==> config.mk <==
export PLATFORM = sky130hd
export DESIGN_NAME = mult_div_unit
export DESIGN_NICKNAME = d
export VERILOG_FILES = /design/src/rtl/mult_div_unit.sv
export SDC_FILE = /design/constraint.sdc
export NUM_CORES = 1
export LEC_CHECK = 0
export CAP_MARGIN = 5
export CELL_PAD_IN_SITES_DETAIL_PLACEMENT = 0
export CELL_PAD_IN_SITES_GLOBAL_PLACEMENT = 1
export CORE_UTILIZATION = 32
export CTS_BUF_LIST = sky130_fd_sc_hd__clkbuf_8
export CTS_CLUSTER_SIZE = 40
export DETAILED_ROUTE_END_ITERATION = 7
export GPL_TIMING_DRIVEN = 0
export PLACE_DENSITY_LB_ADDON = 0.1
export SLEW_MARGIN = 20
export SYNTH_ARGS = -nofsm -noshare
export SYNTH_HDL_FRONTEND = slang
export SYNTH_SLANG_ARGS = --single-unit
==> constraint.sdc <==
create_clock -name clk -period 6.88 [get_ports clk]
set_input_delay 0.688 -clock clk [delete_from_list [all_inputs] [get_ports clk]]
set_output_delay 0.688 -clock clk [all_outputs]
set_load 0.01 [all_outputs]
==> src/rtl/mult_div_unit.sv <==
// Iterative MIPS multiply/divide unit with HI/LO result registers.
// Shift-add multiply and restoring divide, one bit per cycle, with sign fix-up at the end.
module mult_div_unit (
    input  logic        clk,
    input  logic        reset,
    input  logic [31:0] Read_data1,
    input  logic [31:0] Read_data2,
    input  logic        Start,
    input  logic [1:0]  Op,
    input  logic        Write_HI,
    input  logic        Write_LO,
    output logic [31:0] HI,
    output logic [31:0] LO,
    output logic        Busy,
    output logic        Done
);
    typedef enum logic [1:0] {
        S_IDLE = 2'd0,
        S_CALC = 2'd1,
        S_SIGN = 2'd2,
        S_DONE = 2'd3
    } state_t;

    state_t      r_state;
    logic [4:0]  r_cnt;
    logic        r_is_div;
    logic        r_neg_q;
    logic        r_neg_r;
    logic [31:0] r_a;
    logic [63:0] r_acc;
    logic [31:0] r_rem;
    logic [31:0] r_hi;
    logic [31:0] r_lo;
    logic        r_busy;
    logic        r_done;

    function automatic logic [31:0] magnitude(input logic [31:0] x, input logic is_signed);
        logic signed [31:0] sx;
        sx = x;
        if (is_signed && (sx < 0))
            return $unsigned(-sx);
        return x;
    endfunction

    function automatic logic [31:0] neg32(input logic [31:0] x, input logic neg);
        logic signed [31:0] sx;
        sx = x;
        return neg ? $unsigned(-sx) : x;
    endfunction

    function automatic logic [63:0] neg64(input logic [63:0] x, input logic neg);
        logic signed [63:0] sx;
        sx = x;
        return neg ? $unsigned(-sx) : x;
    endfunction

    logic        w_signed;
    logic        w_div;
    logic        w_div0;
    logic [31:0] w_mag_a;
    logic [31:0] w_mag_b;
    logic [32:0] w_mul_sum;
    logic [32:0] w_div_shift;
    logic [32:0] w_div_trial;
    logic [63:0] w_prod;
    logic [31:0] w_quot;
    logic [31:0] w_rmd;

    assign w_signed = ~Op[0];
    assign w_div    = Op[1];
    assign w_div0   = w_div && (Read_data2 == 32'd0);
    assign w_mag_a  = magnitude(Read_data1, w_signed);
    assign w_mag_b  = magnitude(Read_data2, w_signed);

    // Multiply: the low half of r_acc holds the unconsumed multiplier bits.
    assign w_mul_sum = {1'b0, r_acc[63:32]} + (r_acc[0] ? {1'b0, r_a} : 33'd0);

    // Divide: r_acc[31:0] shifts dividend bits out and quotient bits in.
    assign w_div_shift = {r_rem, r_acc[31]};
    assign w_div_trial = w_div_shift - {1'b0, r_a};

    assign w_prod = neg64(r_acc, r_neg_q);
    assign w_quot = neg32(r_acc[31:0], r_neg_q);
    assign w_rmd  = neg32(r_rem, r_neg_r);

    always_ff @(posedge clk or posedge reset) begin
        if (reset) begin
            r_state  <= S_IDLE;
            r_cnt    <= 5'd0;
            r_is_div <= 1'b0;
            r_neg_q  <= 1'b0;
            r_neg_r  <= 1'b0;
            r_a      <= 32'd0;
            r_acc    <= 64'd0;
            r_rem    <= 32'd0;
            r_hi     <= 32'd0;
            r_lo     <= 32'd0;
            r_busy   <= 1'b0;
            r_done   <= 1'b0;
        end else begin
            r_done <= 1'b0;
            if (!r_busy) begin
                if (Write_HI) r_hi <= Read_data1;
                if (Write_LO) r_lo <= Read_data1;
            end
            case (r_state)
                S_IDLE, S_DONE: begin
                    if (Start) begin
                        if (w_div0) begin
                            r_hi    <= Read_data1;
                            r_lo    <= 32'hFFFF_FFFF;
                            r_state <= S_DONE;
                            r_done  <= 1'b1;
                        end else begin
                            r_is_div <= w_div;
                            r_neg_q  <= w_signed & (Read_data1[31] ^ Read_data2[31]);
                            r_neg_r  <= w_signed & Read_data1[31];
                            r_a      <= w_div ? w_mag_b : w_mag_a;
                            r_acc    <= {32'd0, (w_div ? w_mag_a : w_mag_b)};
                            r_rem    <= 32'd0;
                            r_cnt    <= 5'd0;
                            r_busy   <= 1'b1;
                            r_state  <= S_CALC;
                        end
                    end else begin
                        r_state <= S_IDLE;
                    end
                end
                S_CALC: begin
                    if (r_is_div) begin
                        // Trial borrow in bit 32 means the divisor did not fit: restore.
                        r_rem        <= w_div_trial[32] ? w_div_shift[31:0] : w_div_trial[31:0];
                        r_acc[31:0]  <= {r_acc[30:0], ~w_div_trial[32]};
                    end else begin
                        r_acc <= {w_mul_sum, r_acc[31:1]};
                    end
                    if (r_cnt == 5'd31)
                        r_state <= S_SIGN;
                    else
                        r_cnt <= r_cnt + 5'd1;
                end
                S_SIGN: begin
                    if (r_is_div) begin
                        r_hi <= w_rmd;
                        r_lo <= w_quot;
                    end else begin
                        r_hi <= w_prod[63:32];
                        r_lo <= w_prod[31:0];
                    end
                    r_busy  <= 1'b0;
                    r_done  <= 1'b1;
                    r_state <= S_DONE;
                end
                default: r_state <= S_IDLE;
            endcase
        end
    end

    assign HI   = r_hi;
    assign LO   = r_lo;
    assign Busy = r_busy;
    assign Done = r_done;

endmodule

==> results.txt, run 1 <==
Type of destination of the critical path: flip-flop
Post-CTS sizing: 0
Final Wtd Congestion: 0.9768
Startpoint class of the critical path: primary input
Post-Syn Area: 0.01660 mm^2
Synth Register Bits: 204
Post-Synthesis Cells: 2,059
RSZ-0062 raised after global routing: no
Area of the core: 0.05130 mm^2
Syn avg cell area: 8.064 um^2
Synth top area share: 0.3075
Logic gate share of total power: 0.586
DR vias/cell: 5.785
Count leader, synth: nand2_1
Residual DRC count: 4
F_max: 179.5 MHz
Max Root-Sink Buffers: 3
Initial antenna violation count: 0
Reg clk slew, reported paths: 0.06 ns
Switch share: 0.5114
Inserted Clock Buffers: 43
Predominant post-synthesis flop cell: dfrtp_1
TritonCTS clock tree: yes
DRT antenna net count: 0
CTS Sinks: 204
H-Tree Depth: 2
Yosys top cell by area: dfrtp_1
Total power divided by cell area: 452.3 mW/mm^2
Row count: 83
Register area share after synthesis: 0.3075
Chip height: 229.8 um
Synth top area cells: dfrtp_1 31%, a21oi_1 6.1%, o21ai_0 5.6%, xnor2_1 5.4%, ha_1 5.4%
Max-slew violations: 0
Worst slew margin: 0.2221
Setup Skew: 0.05749 ns
Largest net degree at the start of global routing: 98
Die width: 229.8 um
First-pass GRT wire length: 112.9 mm
Req. time, crit path: 7.33 ns
Final hold vios: 0
IO Pins: 137
Setup-failing EPs final: 0
Placed wire-length estimate: 61.91 mm
Avg WL per Cell: 26.43 um
Run status: complete, but fails checks
Ratio of cells with drive above 1 in the final layout: 0.06608
Vias in the first global route: 16,477
Library cells used by synthesis: 75
Internal reg-to-reg setup slack: 2.08 ns
Die area: 0.05280 mm^2
Area growth syn-to-layout: 18.95%
Crit-path max FO: 10
GR Util All Layers: 0.2902
Hold buffers post-CTS: 0
PortBufs: 129
CP Class: in -> reg
VDD IR max: 0.0001782 V
LEAKAGE: 8.384 nW
Synth Net Count: 2,204
Reg-to-reg endpoint: r_rem[6]
Post-synth EDFFs: 0
Path depth of the worst reg2reg path: 14
Async S/R FF share, synth: 1.000
Reg2reg start: r_acc[31]
Failing checks: design-rule violations
CP arrival: 6.02 ns
Hold WS: 0.4664 ns
Worst-Skew Late Latency: 0.64 ns
Routed WL: 77.99 mm
GRT Residual Overflow: 0
Clock share of power: 0.161
Power Internal: 4.365 mW
Root Driver: clkbuf_8
Commonest cells post-synth: 219 x nand2_1, 204 x dfrtp_1, 202 x a21oi_1, 187 x o21ai_0, 167 x nor2_1
Sw power: 4.568 mW
Starting Density: 0.3236
Fin crit period: 5.570 ns
Setup Fix Bufs, Post-CTS: 0
Final Core Density: 0.3850
Seq pwr share: 0.254
Syn. warnings: 0
Initial drt markers: 1,578
Slew @ Worst Pin: 1.159 ns
Routed vias: 17,073
Class of the worst hold path: in -> async
Final worst path period share: 0.8096
DR pass1 iterations: 7
Max cap viols: 0
Post-layout nets: 2,380
## routing by layer
metal	routed length (um)	global-route usage	vias up	part of all wire
li1	-	-	7837	-
met2	36370	0.4748	566	0.47
met1	34430	0.3841	8539	0.44
met4	3352	0.1190	0	0.043
met3	3841	0.03857	131	0.049
met5	0	0	-	0
## through the flow
| stage | instance area (um^2) | worst slack (ns) | std cells | total power [mW] | setup TNS [ns] |
|---|---|---|---|---|---|
| 3_3_place_gp | 18750 | -2.729 | 2868 | 7.394 | -547.48 |
| 2_1_floorplan | 16600 | 0.6246 | 2059 | 5.318 | 0 |
| 3_5_place_dp | 18810 | 0.3719 | 2870 | 7.432 | 0 |
| 5_1_grt | 19750 | 1.103 | 2950 | 9.497 | 0 |
| 4_1_cts | 19740 | 1.031 | 2950 | 8.903 | 0 |
| 6_report | 19750 | 1.310 | 2951 | 8.934 | 0 |
## critical path, stage by stage
cell             delay [ns]
clkdlybuf4s50_1        0.51
or4_1                  0.62
nor4_1                 0.83
nand4_1                0.50
nor4_2                 0.74
nand3b_1               0.31
buf_2                  0.30
o21ai_1                0.40
nand2_1                0.44
buf_1                  0.46
nand2_1                0.09
o311ai_0               0.12
## layout make-up
class | instances | area, um^2
Clock buffer | 59 | 812.0
Antenna cell | 1 | 2.502
Timing Repair Buffer | 131 | 1346
Tap cell | 680 | 850.8
Multi-Input combinational cell | 1657 | 10740
Buffer | 133 | 521.8
Clock inverter | 21 | 121.4
Fill cell | 5453 | 31550
Sequential cell | 204 | 5105
Inverter | 65 | 251.5
## layout by cell type (no fill, tap or decap), types with 8 or more instances in the layout
| cell type | instances |
|---|---|
| nand2_1 | 219 |
| dfrtp_1 | 204 |
| a21oi_1 | 202 |
| o21ai_0 | 187 |
| nor2_1 | 167 |
| clkdlybuf4s50_1 | 129 |
| xnor2_1 | 103 |
| clkbuf_1 | 100 |
| xor2_1 | 99 |
| inv_1 | 75 |
| ha_1 | 72 |
| clkbuf_8 | 59 |
| mux2i_1 | 49 |
| o31ai_1 | 46 |
| nand3_1 | 41 |
| mux2_2 | 39 |
| nor3_1 | 36 |
| a21o_1 | 32 |
| a211oi_1 | 28 |
| a22oi_1 | 24 |
| buf_1 | 22 |
| or4_1 | 21 |
| o311ai_0 | 21 |
| nand2b_1 | 20 |
| o211ai_1 | 19 |
| nor4_1 | 18 |
| o22ai_1 | 18 |
| o41ai_1 | 17 |
| or2_2 | 16 |
| nor2b_1 | 16 |
| or3_1 | 15 |
| nand4_1 | 12 |
| o21bai_1 | 11 |
| o221ai_1 | 11 |
| and3_1 | 9 |
| o21a_1 | 8 |
| a222oi_1 | 8 |
## logic make-up after synthesis
family / share of synthesized area
flops: 0.3075
simple gates: 0.1723
buf+inv: 0.04612
xor+xnor: 0.1066
mux: 0.05599
fa+ha+maj: 0.05667
compound gates: 0.2549
## registers in the layout, summed over array words and instances (netlist names), 2 cells and up
name     cells
r_rem       32
LO          32
r_cnt        5
r_acc       64
r_a         32
HI          32
r_state      2
## worst max-delay path by stage
| stage | startpoint | to | slack [ns] | depth (start not counted) |
|---|---|---|---|---|
| after global placement | reset | r_rem[12] | -2.73 | 2 |
| after detailed placement | Read_data2[16] | r_acc[51] | 0.37 | 12 |
| after global routing | Read_data2[16] | r_acc[32] | 1.10 | 12 |
| after CTS | Read_data2[16] | r_rem[7] | 1.03 | 12 |
| after floorplan | reset | Busy | 0.62 | 1 |
| final | Read_data2[16] | r_rem[7] | 1.31 | 12 |
## power groups by stage
stage	clock network (mW)	registers (mW)	logic (mW)
final	1.44	2.27	5.23
after global routing	1.51	2.30	5.69
after CTS	1.46	2.25	5.19
after detailed placement	0	2.26	5.17
after global placement	0	2.26	5.13
after floorplan	0	2.06	3.26
Power figures use the tool's default switching activity.
==> run 2: changes to the inputs <==
==> constraint.sdc (replaced) <==
create_clock -name clk -period 5.6 [get_ports clk]
set_input_delay 0.56 -clock clk [delete_from_list [all_inputs] [get_ports clk]]
set_output_delay 0.56 -clock clk [all_outputs]
set_load 0.01 [all_outputs]
==> results.txt, run 2 (synthesis gave the netlist of run 1 again) <==
Routed WL: 78.01 mm (was 77.99 mm)
CTS Sinks: 204 (unchanged)
Design area: 0.01975 mm^2 (unchanged)
CP Class: in -> reg (unchanged)
Class of the worst hold path: in -> async (unchanged)
Vias in the first global route: 16,450 (was 16,477)
Area growth syn-to-layout: 18.95% (unchanged)
IO Pins: 137 (unchanged)
Root Driver: clkbuf_8 (unchanged)
Inserted Clock Buffers: 42 (was 43)
Largest reg by FF count: r_acc (unchanged)
Run status: complete, but fails checks (unchanged)
Post-layout nets: 2,385 (was 2,380)
Setup Fix Bufs, Post-CTS: 0 (unchanged)
Max cap viols: 0 (unchanged)
Commonest non-fill, non-tap cell in the layout: nand2_1 (unchanged)
Post-Place Cells: 2,876 (was 2,870)
CP max stage cell: nor4_2 (was nor4_1)
Routed vias: 16,884 (was 17,073)
TritonCTS clock tree: yes (unchanged)
CP delay by family, top: simple AND/OR/NAND/NOR gates (unchanged)
DRT antenna net count: 0 (unchanged)
H-Tree Depth: 2 (unchanged)
DR vias/cell: 5.721 (was 5.785)
Max-slew violations: 0 (unchanged)
Die width: 229.8 um (unchanged)
Initial drt markers: 1,501 (was 1,578)
Placement Setup Slack: -0.5560 ns (was 0.3719 ns)
Final Wtd Congestion: 0.9836 (was 0.9768)
DR pass1 iterations: 8 (was 7)
CP Cell Sequence: clkdlybuf4s50_1 > or4_1 > nor4_2 > nand4_1 > nor4_2 > nand3b_1 > buf_2 > o21ai_1 > nand2_1 > buf_1 > nand2_1 > o311ai_0 (was clkdlybuf4s50_1 > or4_1 > nor4_1 > nand4_1 > nor4_2 > nand3b_1 > buf_2 > o21ai_1 > nand2_1 > buf_1 > nand2_1 > o311ai_0)
Path depth of the worst reg2reg path: 14 (unchanged)
F_max: 187.5 MHz
CP arrival: 5.81 ns (was 6.02 ns)
Reg clk slew, reported paths: 0.06 ns (about the same)
Max Root-Sink Buffers: 3 (unchanged)
VDD IR max: 0.0002032 V (was 0.0001782 V)
First-pass GRT wire length: 113.6 mm (was 112.9 mm)
Total power divided by cell area: 549.0 mW/mm^2 (was 452.3 mW/mm^2)
Setup Skew: 0.04435 ns (was 0.05749 ns)
Slowest cell delay on critical path: 0.84 ns (was 0.83 ns)
Final worst path period share: 0.9525
Die area: 0.05280 mm^2 (unchanged)
Failing checks: design-rule violations (unchanged)
Ratio of cells with drive above 1 in the final layout: 0.06388 (was 0.06608)
Area of the core: 0.05130 mm^2 (unchanged)
GRT Residual Overflow: 0 (unchanged)
Most frequent cells in the layout: 219 x nand2_1, 204 x dfrtp_1, 202 x a21oi_1 (unchanged)
Residual DRC count: 2 (was 4)
Hold WS: 0.2651 ns (was 0.4664 ns)
Post-DP Area: 0.01893 mm^2 (was 0.01881 mm^2)
Avg WL per Cell: 26.44 um (was 26.43 um)
Slew @ Worst Pin: 1.172 ns (was 1.159 ns)
Chip height: 229.8 um (unchanged)
Req. time, crit path: 6.08 ns (was 7.33 ns)
Final Core Density: 0.3850 (unchanged)
Reg-to-reg endpoint: r_rem[6] (unchanged)
Worst Path Buf+Inv: 3 (unchanged)
Startpoint class of the critical path: primary input (unchanged)
Worst slew margin: 0.2135 (was 0.2221)
Type of destination of the critical path: flip-flop (unchanged)
Largest net degree at the start of global routing: 32 (was 98)
Starting Density: 0.3236 (unchanged)
Row count: 83 (unchanged)
PortBufs: 129 (unchanged)
RSZ-0062 raised after global routing: no (unchanged)
Max reg flops: 64 (unchanged)
Placed wire-length estimate: 62.65 mm (was 61.91 mm)
Internal reg-to-reg setup slack: 0.67 ns (was 2.08 ns)
Power, Total: 10.84 mW (was 8.934 mW)
Worst-Skew Late Latency: 0.64 ns (about the same)
Post-Layout Cell Count: 2,951 (unchanged)
Fin crit period: 5.334 ns
GR Util All Layers: 0.2924 (was 0.2902)
LEAKAGE: 8.389 nW (was 8.384 nW)
Initial antenna violation count: 5 (was 0)
Hold buffers post-CTS: 0 (unchanged)
Setup-failing EPs final: 0 (unchanged)
Fin worst setup slack: 0.2662 ns (was 1.310 ns)
Reg2reg start: r_acc[31] (unchanged)
Crit-path max FO: 10 (unchanged)
Final hold vios: 0 (unchanged)
Setup TNS: 0 ns (unchanged)
-- run 2: what timing repair did --
action | in CTS | in global routing
setup endpoints to repair | 0 | 26
resized for setup | 0 | 1
endpoints found under the hold margin | 0 | 0
-- run 2: layout make-up --
class / instances / area, um^2
well taps: 680 / 850.8
clock inverters: 25 / 136.4
diodes: 1 / 2.502
multi-input cells: 1657 / 10750
flip-flops and latches: 204 / 5105
fillers: 5358 / 31550
plain buffers: 133 / 521.8
clock buffers: 49 / 674.4
inverters: 65 / 247.7
repair buffers: 137 / 1466
-- run 2: worst max-delay path by stage --
stage / startpoint / endpoint / slack [ns] / cells past startpoint
2_1_floorplan: r_acc[31] / r_rem[21] / 2.28 / 14
3_3_place_gp: Read_data2[16] / r_acc[51] / -0.87 / 12
3_5_place_dp: Read_data2[16] / r_rem[4] / -0.56 / 12
4_1_cts: Read_data2[16] / r_rem[4] / 0.07 / 12
5_1_grt: Read_data2[16] / r_rem[12] / 0.25 / 12
6_report: Read_data2[16] / r_rem[4] / 0.27 / 12
-- run 2: worst reg2reg max path, cell delays in order (launching register included) --
cell and delay, ns:
dfrtp_1 0.50, inv_1 0.22, ha_1 0.26, fa_1 0.40, nand2b_1 0.19, a21oi_1 0.32, o2111ai_1 0.26, a21oi_1 0.38
o2111a_1 0.29, nor4_1 0.07, nor3_1 0.47, clkbuf_1 0.57, clkbuf_1 0.49, mux2i_1 0.28, o21ai_0 0.09
-- run 2: layer usage --
layer | GRT usage | vias to the layer above | share of wire | routed length, um
met4 | 0.1345 | 0 | 0.052 | 4060
met1 | 0.3887 | 8385 | 0.44 | 34610
met5 | 0 | - | 0 | 0
met3 | 0.04105 | 131 | 0.051 | 3972
li1 | - | 7850 | - | -
met2 | 0.4681 | 518 | 0.45 | 35370
-- run 2: power breakdown --
group	leakage, nW	switching, mW	internal, mW	total [mW]
clock	0.484	0.765	0.840	1.60
sequential	2.61	0.752	2.04	2.79
combinational	5.29	4.10	2.34	6.44
==> run 3: changes to the inputs <==
--- a/config.mk
+++ b/config.mk
@@ -8,6 +8,7 @@
 export CAP_MARGIN = 5
 export CELL_PAD_IN_SITES_DETAIL_PLACEMENT = 0
 export CELL_PAD_IN_SITES_GLOBAL_PLACEMENT = 1
+export CORE_MARGIN = 5
 export CORE_UTILIZATION = 32
 export CTS_BUF_LIST = sky130_fd_sc_hd__clkbuf_8
 export CTS_CLUSTER_SIZE = 40
==> results.txt, run 3 (synthesis gave the netlist of run 1 again) <==
Vias in the first global route: 16,598 (was 16,450)
Type of destination of the critical path: flip-flop (unchanged)
Post-DP Area: 0.01889 mm^2 (was 0.01893 mm^2)
Path depth of the worst reg2reg path: 14 (unchanged)
Reg-to-reg endpoint: r_rem[6] (unchanged)
PortBufs: 129 (unchanged)
Final Wtd Congestion: 0.9977 (was 0.9836)
Fillers: 5,371 (was 5,358)
Inserted Clock Buffers: 41 (was 42)
Chip height: 237.8 um (was 229.8 um)
H-Tree Depth: 2 (unchanged)
CP arrival: 5.55 ns (was 5.81 ns)
Total power divided by cell area: 553.2 mW/mm^2 (was 549.0 mW/mm^2)
Root Driver: clkbuf_8 (unchanged)
DR pass1 iterations: 6 (was 8)
Crit-path max FO: 10 (unchanged)
Reg clk slew, reported paths: 0.06 ns (about the same)
Row count: 83 (unchanged)
F_max: 197.6 MHz (was 187.5 MHz)
Setup-failing EPs final: 0 (unchanged)
Die width: 237.8 um (was 229.8 um)
Design area: 0.01982 mm^2 (was 0.01975 mm^2)
Class of the worst hold path: in -> async (unchanged)
Avg WL per Cell: 26.24 um (was 26.44 um)
Initial antenna violation count: 1 (was 5)
Post-Place Cells: 2,875 (was 2,876)
Most frequent cells in the layout: 219 x nand2_1, 204 x dfrtp_1, 202 x a21oi_1 (unchanged)
Residual DRC count: 0 (was 2)
DRT antenna net count: 0 (unchanged)
LEAKAGE: 8.394 nW (was 8.389 nW)
Max reg flops: 64 (unchanged)
CP Class: in -> reg (unchanged)
Largest reg by FF count: r_acc (unchanged)
Starting Density: 0.3230 (was 0.3236)
Commonest non-fill, non-tap cell in the layout: nand2_1 (unchanged)
CTS Sinks: 204 (unchanged)
Routed vias: 17,031 (was 16,884)
Ratio of cells with drive above 1 in the final layout: 0.06790 (was 0.06388)
Worst-Skew Late Latency: 0.66 ns (was 0.64 ns)
Power, Total: 10.97 mW (was 10.84 mW)
Routed WL: 77.39 mm (was 78.01 mm)
Initial drt markers: 1,381 (was 1,501)
Final hold vios: 0 (unchanged)
RSZ-0062 raised after global routing: no (unchanged)
IO Pins: 137 (unchanged)
Startpoint class of the critical path: primary input (unchanged)
Area growth syn-to-layout: 19.38% (was 18.95%)
Max-slew violations: 0 (unchanged)
Area of the core: 0.05141 mm^2 (was 0.05130 mm^2)
Final worst path period share: 0.9035 (was 0.9525)
Req. time, crit path: 6.09 ns (was 6.08 ns)
GR Util All Layers: 0.2648 (was 0.2924)
VDD IR max: 0.0002403 V (was 0.0002032 V)
TritonCTS clock tree: yes (unchanged)
Placed wire-length estimate: 61.83 mm (was 62.65 mm)
Post-Layout Cell Count: 2,949 (was 2,951)
Setup Skew: 0.05172 ns (was 0.04435 ns)
Max cap viols: 0 (unchanged)
Worst slew margin: 0.1995 (was 0.2135)
Setup crit end: r_rem[7] (was r_rem[4])
Reg2reg start: r_acc[31] (unchanged)
Largest net degree at the start of global routing: 35 (was 32)
Fin crit period: 5.060 ns (was 5.334 ns)
Die area: 0.05654 mm^2 (was 0.05280 mm^2)
GRT Residual Overflow: 0 (unchanged)
Run status: finished clean (was complete, but fails checks)
First-pass GRT wire length: 113.0 mm (was 113.6 mm)
Post-layout nets: 2,383 (was 2,385)
DR vias/cell: 5.775 (was 5.721)
Slew @ Worst Pin: 1.193 ns (was 1.172 ns)
Internal reg-to-reg setup slack: 0.82 ns (was 0.67 ns)
Max Root-Sink Buffers: 3 (unchanged)
Hold WS: 0.2602 ns (was 0.2651 ns)
Crit path from: Read_data2[16] (unchanged)
Hold buffers post-CTS: 0 (unchanged)
run 3: cell count changes in the layout (fill, tap and decap cells not counted), sizes merged:
| cell | previous run | this run |
|---|---|---|
| clkbuf | 151 | 162 |
| clkinv | 5 | 4 |
| clkinvlp | 2 | 1 |
| buf | 39 | 38 |
| inv | 82 | 72 |
run 3: where the power goes:
group	switching, mW	total (mW)	internal [mW]
Combinational	4.08	6.42	2.34
Sequential	0.735	2.78	2.04
Clock	0.773	1.76	0.992
run 3: per-layer routing:
layer	track usage	up-vias	wire, um
li1	-	7861	-
met1	0.3527	8435	33490
met2	0.4228	601	34970
met3	0.03968	134	4665
met4	0.1270	0	4253
met5	0	-	0
run 3: layout make-up:
type / count / area [um^2] / share of cell area
diodes: 1 / 2.502 / 0.0001262
plain buffers: 133 / 521.8 / 0.02632
clock buffers: 60 / 825.8 / 0.04166
clock inverters: 13 / 91.34 / 0.004608
inverters: 65 / 247.7 / 0.01250
multi-input cells: 1657 / 10750 / 0.5421
flip-flops and latches: 204 / 5105 / 0.2575
well taps: 680 / 850.8 / 0.04292
repair buffers: 136 / 1431 / 0.07221
run 3: what timing repair did:
| action | 4_1_cts | 5_1_grt |
|---|---|---|
| endpoints found under the setup margin | 29 | 15 |
| gates resized for setup | 1 | 1 |
| buffers inserted | 0 | 0 |
run 3: stage by stage:
step                utilization  setup slack, ns  TNS [ns]
detailed placement       0.3675          -0.7577    -57.75
global placement         0.3647          -0.8365    -64.27
global route             0.3856           0.3137         0
finish                   0.3856           0.5403         0
CTS                      0.3854           0.2424         0
floorplan                     -            2.277         0
run 3: worst min-delay path by stage:
stage	start	to	slack [ns]
global placement	HI[14]	HI[14]	0.46
finish	reset	r_acc[54]	0.26
floorplan	r_a[10]	r_a[10]	0.45
CTS	reset	r_acc[54]	0.23
detailed placement	HI[14]	HI[14]	0.46
global route	reset	r_acc[54]	0.28
run 3: worst max-delay path, stage by stage:
cell	delay [ns]
clkdlybuf4s50_1	0.51
or4_1	0.62
nor4_2	0.56
nand4_1	0.47
nor4_2	0.72
nand3b_1	0.30
buf_2	0.29
o21ai_1	0.39
nand2_1	0.42
buf_1	0.47
nand2_1	0.10
o311ai_0	0.10
